--- src/rtl/tpu_pkg.sv ---
// Shared defaults and state encoding for the TPU operand feeders.
package tpu_pkg;

    localparam int DEF_DIM     = 8;
    localparam int DEF_BITS_AB = 8;
    localparam int STREAM_LEN  = 2 * DEF_DIM - 1;

    typedef enum logic [1:0] {
        IDLE   = 2'd0,
        STREAM = 2'd1,
        DONE   = 2'd2
    } feed_state_t;

endpackage

--- src/rtl/tpu_tile_buf.sv ---
// DIM x DIM operand tile: one synchronous row-write port, full tile read combinationally.
module tpu_tile_buf import tpu_pkg::*; #(
    parameter int BITS_AB = DEF_BITS_AB,
    parameter int DIM     = DEF_DIM,
    parameter int AW      = (DIM > 1) ? $clog2(DIM) : 1
) (
    input  logic                                 clk,
    input  logic                                 rst,
    input  logic                                 we,
    input  logic [AW-1:0]                        waddr,
    input  logic [DIM-1:0][BITS_AB-1:0]          wdata,
    output logic [DIM-1:0][DIM-1:0][BITS_AB-1:0] tile
);

    // Caller guarantees waddr < DIM whenever we is high.
    always_ff @(posedge clk) begin
        if (rst) begin
            tile <= '0;
        end else if (we) begin
            tile[waddr] <= wdata;
        end
    end

endmodule

--- src/rtl/tpu_skew_feeder.sv ---
// Streams a buffered A tile into the systolic array with lane r delayed r cycles.
module tpu_skew_feeder import tpu_pkg::*; #(
    parameter int BITS_AB = DEF_BITS_AB,
    parameter int DIM     = DEF_DIM
) (
    input  logic                                     clk,
    input  logic                                     rst,
    input  logic                                     wr_en,
    input  logic [((DIM > 1) ? $clog2(DIM) : 1)-1:0] wr_row,
    input  logic [DIM*BITS_AB-1:0]                   wr_data,
    input  logic                                     start,
    output logic                                     busy,
    output logic [DIM*BITS_AB-1:0]                   a_out,
    output logic                                     a_valid,
    output logic                                     done
);

    localparam int AW  = (DIM > 1) ? $clog2(DIM) : 1;
    localparam int KW  = $clog2(2 * DIM);
    localparam int LEN = 2 * DIM - 1;

    feed_state_t                          state;
    logic [KW-1:0]                        k;
    logic [KW-1:0]                        step;
    logic                                 wr_acc;
    logic [DIM-1:0][BITS_AB-1:0]          wrow;
    logic [DIM-1:0][DIM-1:0][BITS_AB-1:0] tile;
    logic [DIM-1:0][DIM-1:0][BITS_AB-1:0] rows;
    logic [DIM-1:0][BITS_AB-1:0]          lanes;

    assign wrow   = wr_data;
    assign wr_acc = wr_en && (state != STREAM) && (int'(wr_row) < DIM);

    tpu_tile_buf #(.BITS_AB(BITS_AB), .DIM(DIM), .AW(AW)) u_buf (
        .clk   (clk),
        .rst   (rst),
        .we    (wr_acc),
        .waddr (wr_row),
        .wdata (wrow),
        .tile  (tile)
    );

    // k holds the next step to emit; a stream launch always emits step 0.
    assign step = (state == STREAM) ? k : '0;

    for (genvar r = 0; r < DIM; r++) begin : g_lane
        logic [KW-1:0] diff;
        logic          in_win;
        // Bypass lets a same-edge write feed the step-0 launch.
        assign rows[r] = (wr_acc && wr_row == AW'(r)) ? wrow : tile[r];
        assign diff    = step - KW'(r);
        assign in_win  = (step >= KW'(r)) && (diff < KW'(DIM));
        assign lanes[r] = in_win ? rows[r][AW'(diff)] : '0;
    end

    always_ff @(posedge clk) begin
        if (rst) begin
            state   <= IDLE;
            k       <= '0;
            a_out   <= '0;
            a_valid <= 1'b0;
            busy    <= 1'b0;
            done    <= 1'b0;
        end else begin
            done <= 1'b0;
            case (state)
                IDLE, DONE: begin
                    if (start) begin
                        state   <= STREAM;
                        k       <= KW'(1);
                        a_out   <= lanes;
                        a_valid <= 1'b1;
                        busy    <= 1'b1;
                    end else begin
                        state <= IDLE;
                    end
                end
                STREAM: begin
                    if (k == KW'(LEN)) begin
                        state   <= DONE;
                        k       <= '0;
                        a_out   <= '0;
                        a_valid <= 1'b0;
                        busy    <= 1'b0;
                        done    <= 1'b1;
                    end else begin
                        k     <= k + KW'(1);
                        a_out <= lanes;
                    end
                end
                default: state <= IDLE;
            endcase
        end
    end

endmodule

--- config.mk ---
export PLATFORM = sky130hd
export DESIGN_NAME = tpu_skew_feeder
export DESIGN_NICKNAME = d
export VERILOG_FILES = /design/src/rtl/tpu_pkg.sv /design/src/rtl/tpu_tile_buf.sv /design/src/rtl/tpu_skew_feeder.sv
export SDC_FILE = /design/constraint.sdc
export NUM_CORES = 1
export LEC_CHECK = 0
export ABC_AREA = 1
export CAP_MARGIN = 40
export CELL_PAD_IN_SITES_DETAIL_PLACEMENT = 0
export CELL_PAD_IN_SITES_GLOBAL_PLACEMENT = 1
export CORE_ASPECT_RATIO = 0.75
export CORE_MARGIN = 1
export CORE_UTILIZATION = 47
export CTS_CLUSTER_SIZE = 40
export DETAILED_ROUTE_END_ITERATION = 6
export PLACE_DENSITY_LB_ADDON = 0.1
export SETUP_SLACK_MARGIN = 0.1
export SYNTH_ARGS = -nofsm -noshare
export SYNTH_HDL_FRONTEND = slang
export SYNTH_SLANG_ARGS = --single-unit
--- constraint.sdc ---
create_clock -name clk -period 7.8 [get_ports clk]
set_clock_uncertainty 0.15 [all_clocks]
set_input_delay 0.78 -clock clk [delete_from_list [all_inputs] [get_ports clk]]
set_output_delay 0.78 -clock clk [all_outputs]
set_load 0.01 [all_outputs]
# Yosys cells after proc, flatten, opt, wreduce, memory -nomap -nowiden
# Index checks and enable logic that the tools add are counted.
dict set report totals {
  regBits 584
  elab_cells 191
  inputBits 71
  output_inout_bits 67
}
dict set report classes {
  bitwise_logic 1
  magnitude_cmp 26
  n_eq_ne 13
  mux 49
  n_reduce_logical 25
  n_addsub 8
}
# op count
set ops {}
lappend ops {{$mux 64} 11}
lappend ops {{$bwmux 512} 1}
lappend ops {{$bmux 8 s3} 8}
lappend ops {{$demux 64 s3} 1}
lappend ops {{$mux 8} 16}
lappend ops {{$pmux 64 s2} 1}
lappend ops {{$lt 3x4->1 const B} 9}
lappend ops {{$lt 4x4->1 const B} 8}
lappend ops {{$logic_and 1x1->1} 18}
lappend ops {{$ge 4x3->1 const B} 4}
lappend ops {{$sub 4x3->4 const B} 4}
lappend ops {{$eq 3x3->1 const B} 4}
lappend ops {{$mux 4} 3}
lappend ops {{$ge 4x1->1 const B} 2}
lappend ops {{$ge 4x2->1 const B} 2}
lappend ops {{$pmux 4 s2} 1}
lappend ops {{$sub 4x2->4 const B} 2}
lappend ops {{$eq 3x2->1 const B} 2}
lappend ops {{$add 4x1->4 const B} 1}
lappend ops {{$eq 4x4->1 const B} 1}
lappend ops {{$mux 1} 4}
lappend ops {{$ne 2x1->1 const B} 2}
lappend ops {{$pmux 2 s2} 1}
lappend ops {{$reduce_or 2->1} 2}
lappend ops {{14 further kinds} 14}

# Logic depth before layout (Yosys ltp)
# Gate-level depths: netlist of run 1.
dict set report depth {
  depth_word 9
  mapped_depth 14
  depth_no_buf 14
}

# By module
# From an unflattened synthesis of run 1, not the netlist that was laid out.
dict set report hier_totals {
  hier_cells 5117
  hier_area_um2 31184.9
}
# module area_per_inst_um2 seq_area_each_um2 cells_each instances
set by_module_without_submodules {}
lappend by_module_without_submodules {tpu_tile_buf 20266.9 10249.8 2858 1}
lappend by_module_without_submodules {tpu_skew_feeder 10918.0 1441.4 2259 1}

# Worst setup path after synthesis of run 1
# OpenSTA, ideal clock, no wires.
dict set report synth_path {
  path_type {flip-flop to flip-flop}
  from {reg state[0]}
  to {reg a_out[29]}
  n_path_buf 4
  arrival_ns 2.313
  path_slack_ns 5.267
  synth_period_minus_slack_ns 2.533
  required_ns 7.580
  path_stages_with_launch 13
  setup_ns 0.070
  cell_sequence {dfxtp_1 > nand2_4 > nor2_8 > buf_2 > buf_2 > ha_1 > clkbuf_1 > inv_1 > buf_1 > nand3_1 > nand3_1 > nand3_1 > a21oi_1}
}
dict set report synth_via {
  elab_chain_len 9
  elab_cells_between_ends 22
  classes_between {add/sub: 1; order compare: 2; eq/ne: 4; mux: 8; reduce/logical: 7}
}
# item line_no
set synth_lines {}
lappend synth_lines {{start: declaration} tpu_skew_feeder.sv:22} ;# feed_state_t state;
lappend synth_lines {{start signal: assignment} tpu_skew_feeder.sv:58} ;# state <= IDLE;
lappend synth_lines {{start signal: assignment} tpu_skew_feeder.sv:69} ;# state <= STREAM;
lappend synth_lines {{start signal: assignment} tpu_skew_feeder.sv:75} ;# state <= IDLE;
lappend synth_lines {{parallel branches: the longest is 9 deep, another holds $sub 4x2->4} n/a}
lappend synth_lines {{end signal: assignment} tpu_skew_feeder.sv:71} ;# a_out <= lanes;
lappend synth_lines {{end signal: assignment} tpu_skew_feeder.sv:88} ;# a_out <= lanes;
lappend synth_lines {{end: declaration} tpu_skew_feeder.sv:13} ;# output logic [DIM*BITS_AB-1:0] a_out,
# Several ways; the timed one is not identified. The select of a mux whose other input is x is not followed.
# A chain may end at the register's enable or synchronous reset.

# Worst setup path in the final report of run 1
dict set report layout_path {
  from {reg state[0]}
  to {reg a_out[42]}
}
dict set report layout_via {
  elab_chain_len 9
  elab_cells_between_ends 22
  classes_between {add/sub: 1; order compare: 2; eq/ne: 4; mux: 8; reduce/logical: 7}
}
# item
set layout_lines {}
lappend layout_lines {{parallel branches: the longest is 9 deep, another holds $sub 4x3->4}}
# Several ways; the timed one is not identified. The select of a mux whose other input is x is not followed.

==> results of run 1 <==
[worst reg2reg max path, stage by stage (launching register included)]
cell	delay [ns]
dfxtp_1	0.45
nand2_4	0.17
nor2_8	0.56
inv_6	0.43
nand2_1	0.32
nand2_1	0.08
nand2_1	0.08
buf_4	0.35
inv_2	0.40
nand3_1	0.19
nand3_1	0.11
nand3_1	0.20
a21oi_1	0.08
[sequential cells by signal, indices dropped and copies added, names as in the netlist]
signal and cells:
u_buf.tile 512, a_out 64, k 4, state 2, a_valid 1, done 1
[routing by layer]
layer | share of wire | global-route usage
met1 | 0.46 | 0.523
met2 | 0.41 | 0.498
met3 | 0.098 | 0.0714
met4 | 0.033 | 0.123
met5 | 0.00040 | 0
[where the power goes]
part / leakage [nW] / total [mW] / switching, mW / internal, mW
sequential: 4.73 / 3.08 / 0.0240 / 3.06
clock: 0.918 / 2.84 / 1.24 / 1.60
combinational: 6.89 / 0.782 / 0.574 / 0.208
[metrics by stage]
stage / instances / area, sq um / setup WS (ns)
2_1_floorplan: 4037 / 27100 / 5.27
3_3_place_gp: 4699 / 28500 / 3.62
3_5_place_dp: 4712 / 28800 / 3.62
4_1_cts: 4815 / 30600 / 4.25
5_1_grt: 4817 / 30600 / 4.02
6_report: 4819 / 30700 / 4.07
[area by class of cell]
type | count | share of cell area
tap | 770 | 0.0314
clock inverter | 9 | 0.00310
antenna | 3 | 0.000245
timing repair buffer | 202 | 0.0669
inverter | 310 | 0.0382
clock buffer | 94 | 0.0578
sequential | 584 | 0.381
multi-input combinational | 2847 | 0.421
[worst max-delay path by stage]
| stage | slack, ns | depth (start not counted) | end | startpoint |
|---|---|---|---|---|
| floorplan | 5.27 | 12 | a_out[29] | state[0] |
| global placement | 3.62 | 12 | a_out[2] | wr_en |
| detailed placement | 3.62 | 11 | a_out[62] | wr_en |
| CTS | 4.25 | 12 | a_out[42] | state[0] |
| global route | 4.02 | 12 | a_out[2] | wr_en |
| finish | 4.07 | 12 | a_out[42] | state[0] |
[cell families (layout without fill, tap and decap cells)]
logic type      Yosys count  in the layout  synth area share
simple gates           2264           2264             0.357
buf+inv                 606            615            0.0937
flops                   584            584             0.432
compound gates          575            575             0.115
fa+ha+maj                 4              4           0.00185
xor+xnor                  4              4           0.00157
other cells               0              3                 0
[cells in the final DEF, fill, tap and decap left out, types with 2 or more instances in the layout]
master           Yosys  final
buf_16               0      4
ha_1                 4      4
buf_8                0      8
clkinv_2             0      7
nor2_1             395    392
clkinv_1             3      2
nand2_1           1049   1046
buf_12               0      4
xor2_1               3      3
nand3_1            787    787
clkbuf_1           121     21
nor2_4              11     13
clkbuf_8             0     12
nor2_2               6      7
diode_2              0      3
or2_2                5      5
dfxtp_1            584    584
nand2_4              4      7
a21oi_1            314    314
o211ai_1            69     69
o21a_1              17     17
o21ai_0            139    139
o21ai_1             34     34
nand2_2              4      4
clkdlybuf4s50_1      0    136
bufinv_16            0      2
buf_4               16     49
inv_2                8      9
inv_1              298    297
clkbuf_16            0     61
==> results.sh, run 1 <==
export IMPL_cp_num_buf_inv=3
export IMPL_overflow=0
export IMPL_synth_edf_count=0
export IMPL_synth_distinct_cells=32
export IMPL_coreArea_sq_mm=0.0564
export IMPL_ios=138
export IMPL_rsz0062_at_grt="false"
export IMPL_tritoncts="yes"
export IMPL_portBuffers=137
export IMPL_reg2reg_setup_slack_ns=4.07
export IMPL_clk_path_buf_depth=3
export IMPL_synthArstFlopShare=0
export IMPL_drive_gt1_frac=0.0497
export IMPL_via_per_inst=5.56
export IMPL_netlist_top_cells_count="nand2_1, nand3_1, dfxtp_1, nor2_1, a21oi_1"
export IMPL_fmax_mhz=268
export IMPL_final_hold_viol_count=0
export IMPL_postSynthCellCount=4037
export IMPL_track_usage=0.351
export IMPL_synth_seq_cells=584
export IMPL_syn_nets=4112
export IMPL_cp_slowest_stage_delay_ns=0.56
export IMPL_whs_endpoint="a_out[51]"
export IMPL_fin_setup_tns_ns=0
export IMPL_slew_viol_final=0
export IMPL_grt_max_degree=167
export IMPL_crit_chain="nand2_4 -> nor2_8 -> inv_6 -> nand2_1 -> nand2_1 -> nand2_1 -> buf_4 -> inv_2 -> nand3_1 -> nand3_1 -> nand3_1 -> a21oi_1"
export IMPL_crit_arrival_ns=4.06
export IMPL_whs_ns=0.316
export IMPL_p_total_mw=6.71
export IMPL_cts_buffers=61
export IMPL_ys_seq_area_frac=0.432
export IMPL_hold_class="flip-flop to flip-flop"
export IMPL_synth_top_area_frac=0.432
export IMPL_grt_pass1_wl_mm=155
export IMPL_die_h_microns=210
export IMPL_holdBufCountCts=0
export IMPL_nFillCells=5710
export IMPL_final_util=0.543
export IMPL_cts_max_level=2
export IMPL_synth_most_common_cell="nand2_1"
export IMPL_p_per_area_mw_per_mm2=219
export IMPL_first_pass_iters=6
export IMPL_antenna_found_initial=5
export IMPL_post_cts_buffers=0
export IMPL_min_delay_start="a_out[51]"
export IMPL_critPathTopFamily="simple AND/OR/NAND/NOR gates"
export IMPL_gp_congestion=0.878
export IMPL_clkSlewWorstSetupHoldPaths_ns=0.06
export IMPL_worstSetupPathType="flip-flop to flip-flop"
export IMPL_required_ns=8.13
export IMPL_r2r_end="a_out[42]"
export IMPL_seq_area_sq_mm=0.0117
export IMPL_worst_path_max_fanout=73
export IMPL_dpl_hpwl_mm=64.8
export IMPL_hold_depth=2
export IMPL_yosys_warnings=0
export IMPL_final_min_clock_period_ns=3.73
export IMPL_routed_wire_length_per_instance_microns=21.8
export IMPL_ys_top_cells_by_area="dfxtp_1, nand3_1, nand2_1"
export IMPL_status="completed"
export IMPL_drt_initial_drc_count=3213
export IMPL_clk_latency_ns=0.63
export IMPL_yosys_area_top_type="dfxtp_1"
export IMPL_critPathSlowestCell="nor2_8"
export IMPL_numClockSinks=584
export IMPL_tightest_slew_ns=0.990
export IMPL_grt_pass1_vias=23600
export IMPL_die_w_microns=279
export IMPL_nets=4081
export IMPL_area_delta_synth_final_pct=13.1
export IMPL_multi_input_area_sq_mm=0.0129
export IMPL_netlist_area_sq_mm=0.0271
export IMPL_initial_core_util=0.480
export IMPL_avgSynthCellArea_sq_um=6.71
export IMPL_vias=26800
export IMPL_drt_wl_total_mm=105
export IMPL_finalCritPeriodShare=0.478
export IMPL_num_rows=75
export IMPL_cts_root_buf="clkbuf_16"
export IMPL_setup_violations_final=0
export IMPL_p_leak_nw=12.5
export IMPL_die_area_sq_mm=0.0586
export IMPL_final_antenna_net_count=0
export IMPL_peakVddDrop_v=0.000180
export IMPL_max_slew_margin_rel=0.340
export IMPL_cts_resized=0
export IMPL_r2r_cells=12
export IMPL_drc_errors=0
export IMPL_end_kind="flip-flop"
export IMPL_synth_ff_type="dfxtp_1"
export IMPL_crit_path_start_kind="flip-flop"
export IMPL_cap_violations=0
export IMPL_r2r_start="state[0]"
Power figures use the tool's default switching activity.
==> run 2: changes to the inputs <==
Settings changed: CORE_UTILIZATION 47 to 39.
Clock period 7.8 ns to 3.1 ns, I/O delays scaled along.
==> run 2 against run 1 <==
Combinational power grew to 2.8 times the previous value. Clock power grew to 2.8 times the previous value. Worst setup slack worse by 3.9 ns. Clock-buffer cell count is 4 higher. Critical path type unchanged.
==> results.sh, run 2 (synthesis results as in run 1) <==
export IMPL_final_antenna_net_count=0
export IMPL_final_cell_mix="nand2_1, nand3_1, dfxtp_1"
export IMPL_routed_wire_length_per_instance_microns=22.7
export IMPL_fin_area_sq_mm=0.0320
export IMPL_setup_violations_final=0
export IMPL_via_per_inst=5.43
export IMPL_post_cts_buffers=0
export IMPL_critPathTopFamily="buffers and inverters"
export IMPL_seq_area_sq_mm=0.0117
export IMPL_die_h_microns=230
export IMPL_coreArea_sq_mm=0.0685
export IMPL_drc_errors=0
export IMPL_drive_gt1_frac=0.0738
export IMPL_gp_congestion=0.884
export IMPL_vias=27400
export IMPL_top_regs="u_buf.tile: 512 flops, a_out: 64 flops, k: 4 flops"
export IMPL_area_delta_synth_final_pct=18.2
export IMPL_cts_resized=0
export IMPL_slew_viol_final=0
export IMPL_p_total_mw=17.7
export IMPL_end_kind="flip-flop"
export IMPL_nFillCells=7245
export IMPL_initial_core_util=0.395
export IMPL_peakVddDrop_v=0.000380
export IMPL_numClockSinks=584
export IMPL_grt_pass1_wl_mm=167
export IMPL_r2r_cells=9
export IMPL_final_cell_count_no_fill=5042
export IMPL_critPathSlowestCell="inv_1"
export IMPL_track_usage=0.319
export IMPL_required_ns=3.44
export IMPL_clk_latency_ns=0.61
export IMPL_tightest_slew_ns=0.935
export IMPL_crit_path_start_kind="flip-flop"
export IMPL_holdBufCountCts=0
export IMPL_final_min_clock_period_ns=2.88
export IMPL_worst_path_max_fanout=10
export IMPL_grt_max_degree=144
export IMPL_tritoncts="yes"
export IMPL_dpl_cell_count=4933
export IMPL_clk_path_buf_depth=3
export IMPL_worstSetupPathType="flip-flop to flip-flop"
export IMPL_cts_root_buf="clkbuf_16"
export IMPL_portBuffers=137
export IMPL_die_w_microns=306
export IMPL_cap_violations=0
export IMPL_ios=138
export IMPL_nets=4184
export IMPL_dpl_hpwl_mm=76.4
export IMPL_post_dp_cell_area_sq_mm=0.0299
export IMPL_r2r_start="state[0]"
export IMPL_clkSlewWorstSetupHoldPaths_ns=0.06
export IMPL_reg2reg_setup_slack_ns=0.22
export IMPL_layout_cells_most_common="nand2_1"
export IMPL_overflow=0
export IMPL_r2r_end="a_out[60]"
export IMPL_rsz0062_at_grt="false"
export IMPL_top_register="u_buf.tile"
export IMPL_whs_endpoint="a_out[29]"
export IMPL_final_util=0.467
export IMPL_antenna_found_initial=4
export IMPL_grt_pass1_vias=24100
export IMPL_multi_input_area_sq_mm=0.0129
export IMPL_hold_depth=2
export IMPL_fmax_mhz=347
export IMPL_first_pass_iters=6
export IMPL_status="completed"
export IMPL_finalCritPeriodShare=0.930
export IMPL_cts_buffers=66
export IMPL_drt_initial_drc_count=3177
export IMPL_min_delay_start="rst"
export IMPL_crit_chain="nand2_4 -> inv_4 -> nand2_1 -> ha_1 -> inv_1 -> buf_4 -> nand3_1 -> nand3_1 -> a21oi_1"
export IMPL_crit_arrival_ns=3.22
export IMPL_cp_slowest_stage_delay_ns=0.49
export IMPL_die_area_sq_mm=0.0705
export IMPL_largest_register_ffs=512
export IMPL_cp_num_buf_inv=3
export IMPL_drt_wl_total_mm=115
export IMPL_cp_common_cell="nand3_1"
export IMPL_hold_class="primary input to flip-flop"
export IMPL_fin_setup_tns_ns=0
export IMPL_cts_max_level=3
export IMPL_num_rows=83
export IMPL_p_per_area_mw_per_mm2=553
export IMPL_final_hold_viol_count=0
export IMPL_p_leak_nw=13.2
export IMPL_max_slew_margin_rel=0.377
## run 2: changes by cell type in the layout (fill, tap and decap cells not counted), moves of 4 or more
cell	previous run	this run
buf_4	49	127
buf_12	4	36
clkbuf_16	61	71
buf_8	8	1
buf_16	4	0
clkbuf_1	21	17
## run 2: final cells by class
class | count | area share
Clock inverter | 9 | 0.00309
Timing Repair Buffer | 300 | 0.0953
Antenna cell | 2 | 0.000156
Sequential cell | 584 | 0.365
Multi-Input combinational cell | 2847 | 0.403
Inverter | 310 | 0.0366
Clock buffer | 98 | 0.0618
Tap cell | 892 | 0.0349
## run 2: metal layers
metal  vias up  wire, microns  GRT usage
li1      13300              -          -
met1     12900          55800      0.491
met2      1048          47400      0.457
met3       127           9000     0.0495
met4         2           2420     0.0778
met5         -              8          0
## run 2: through the flow
| stage | worst slack, ns | hold WS, ns |
|---|---|---|
| 2_1_floorplan | 0.567 | 0.296 |
| 4_1_cts | 0.268 | 0.0139 |
| 3_5_place_dp | 0.281 | 0.308 |
| 5_1_grt | 0.155 | 0.0508 |
| 6_report | 0.217 | 0.0449 |
| 3_3_place_gp | 0.292 | 0.305 |
## run 2: worst max path at each step
stage	slack (ns)	endpoint	cells past startpoint	startpoint
6_report	0.22	a_out[60]	9	state[0]
5_1_grt	0.15	a_out[60]	9	state[0]
4_1_cts	0.27	a_out[29]	10	state[0]
3_5_place_dp	0.28	a_out[55]	12	wr_row[2]
3_3_place_gp	0.29	a_out[55]	12	wr_row[2]
2_1_floorplan	0.57	a_out[29]	12	state[0]
## run 2: report_power, final
| group | switching (mW) | internal [mW] | total (mW) |
|---|---|---|---|
| clock | 3.26 | 4.55 | 7.82 |
| combinational | 1.53 | 0.629 | 2.16 |
| sequential | 0.0567 | 7.69 | 7.75 |
| total | 4.85 | 12.9 | 17.7 |
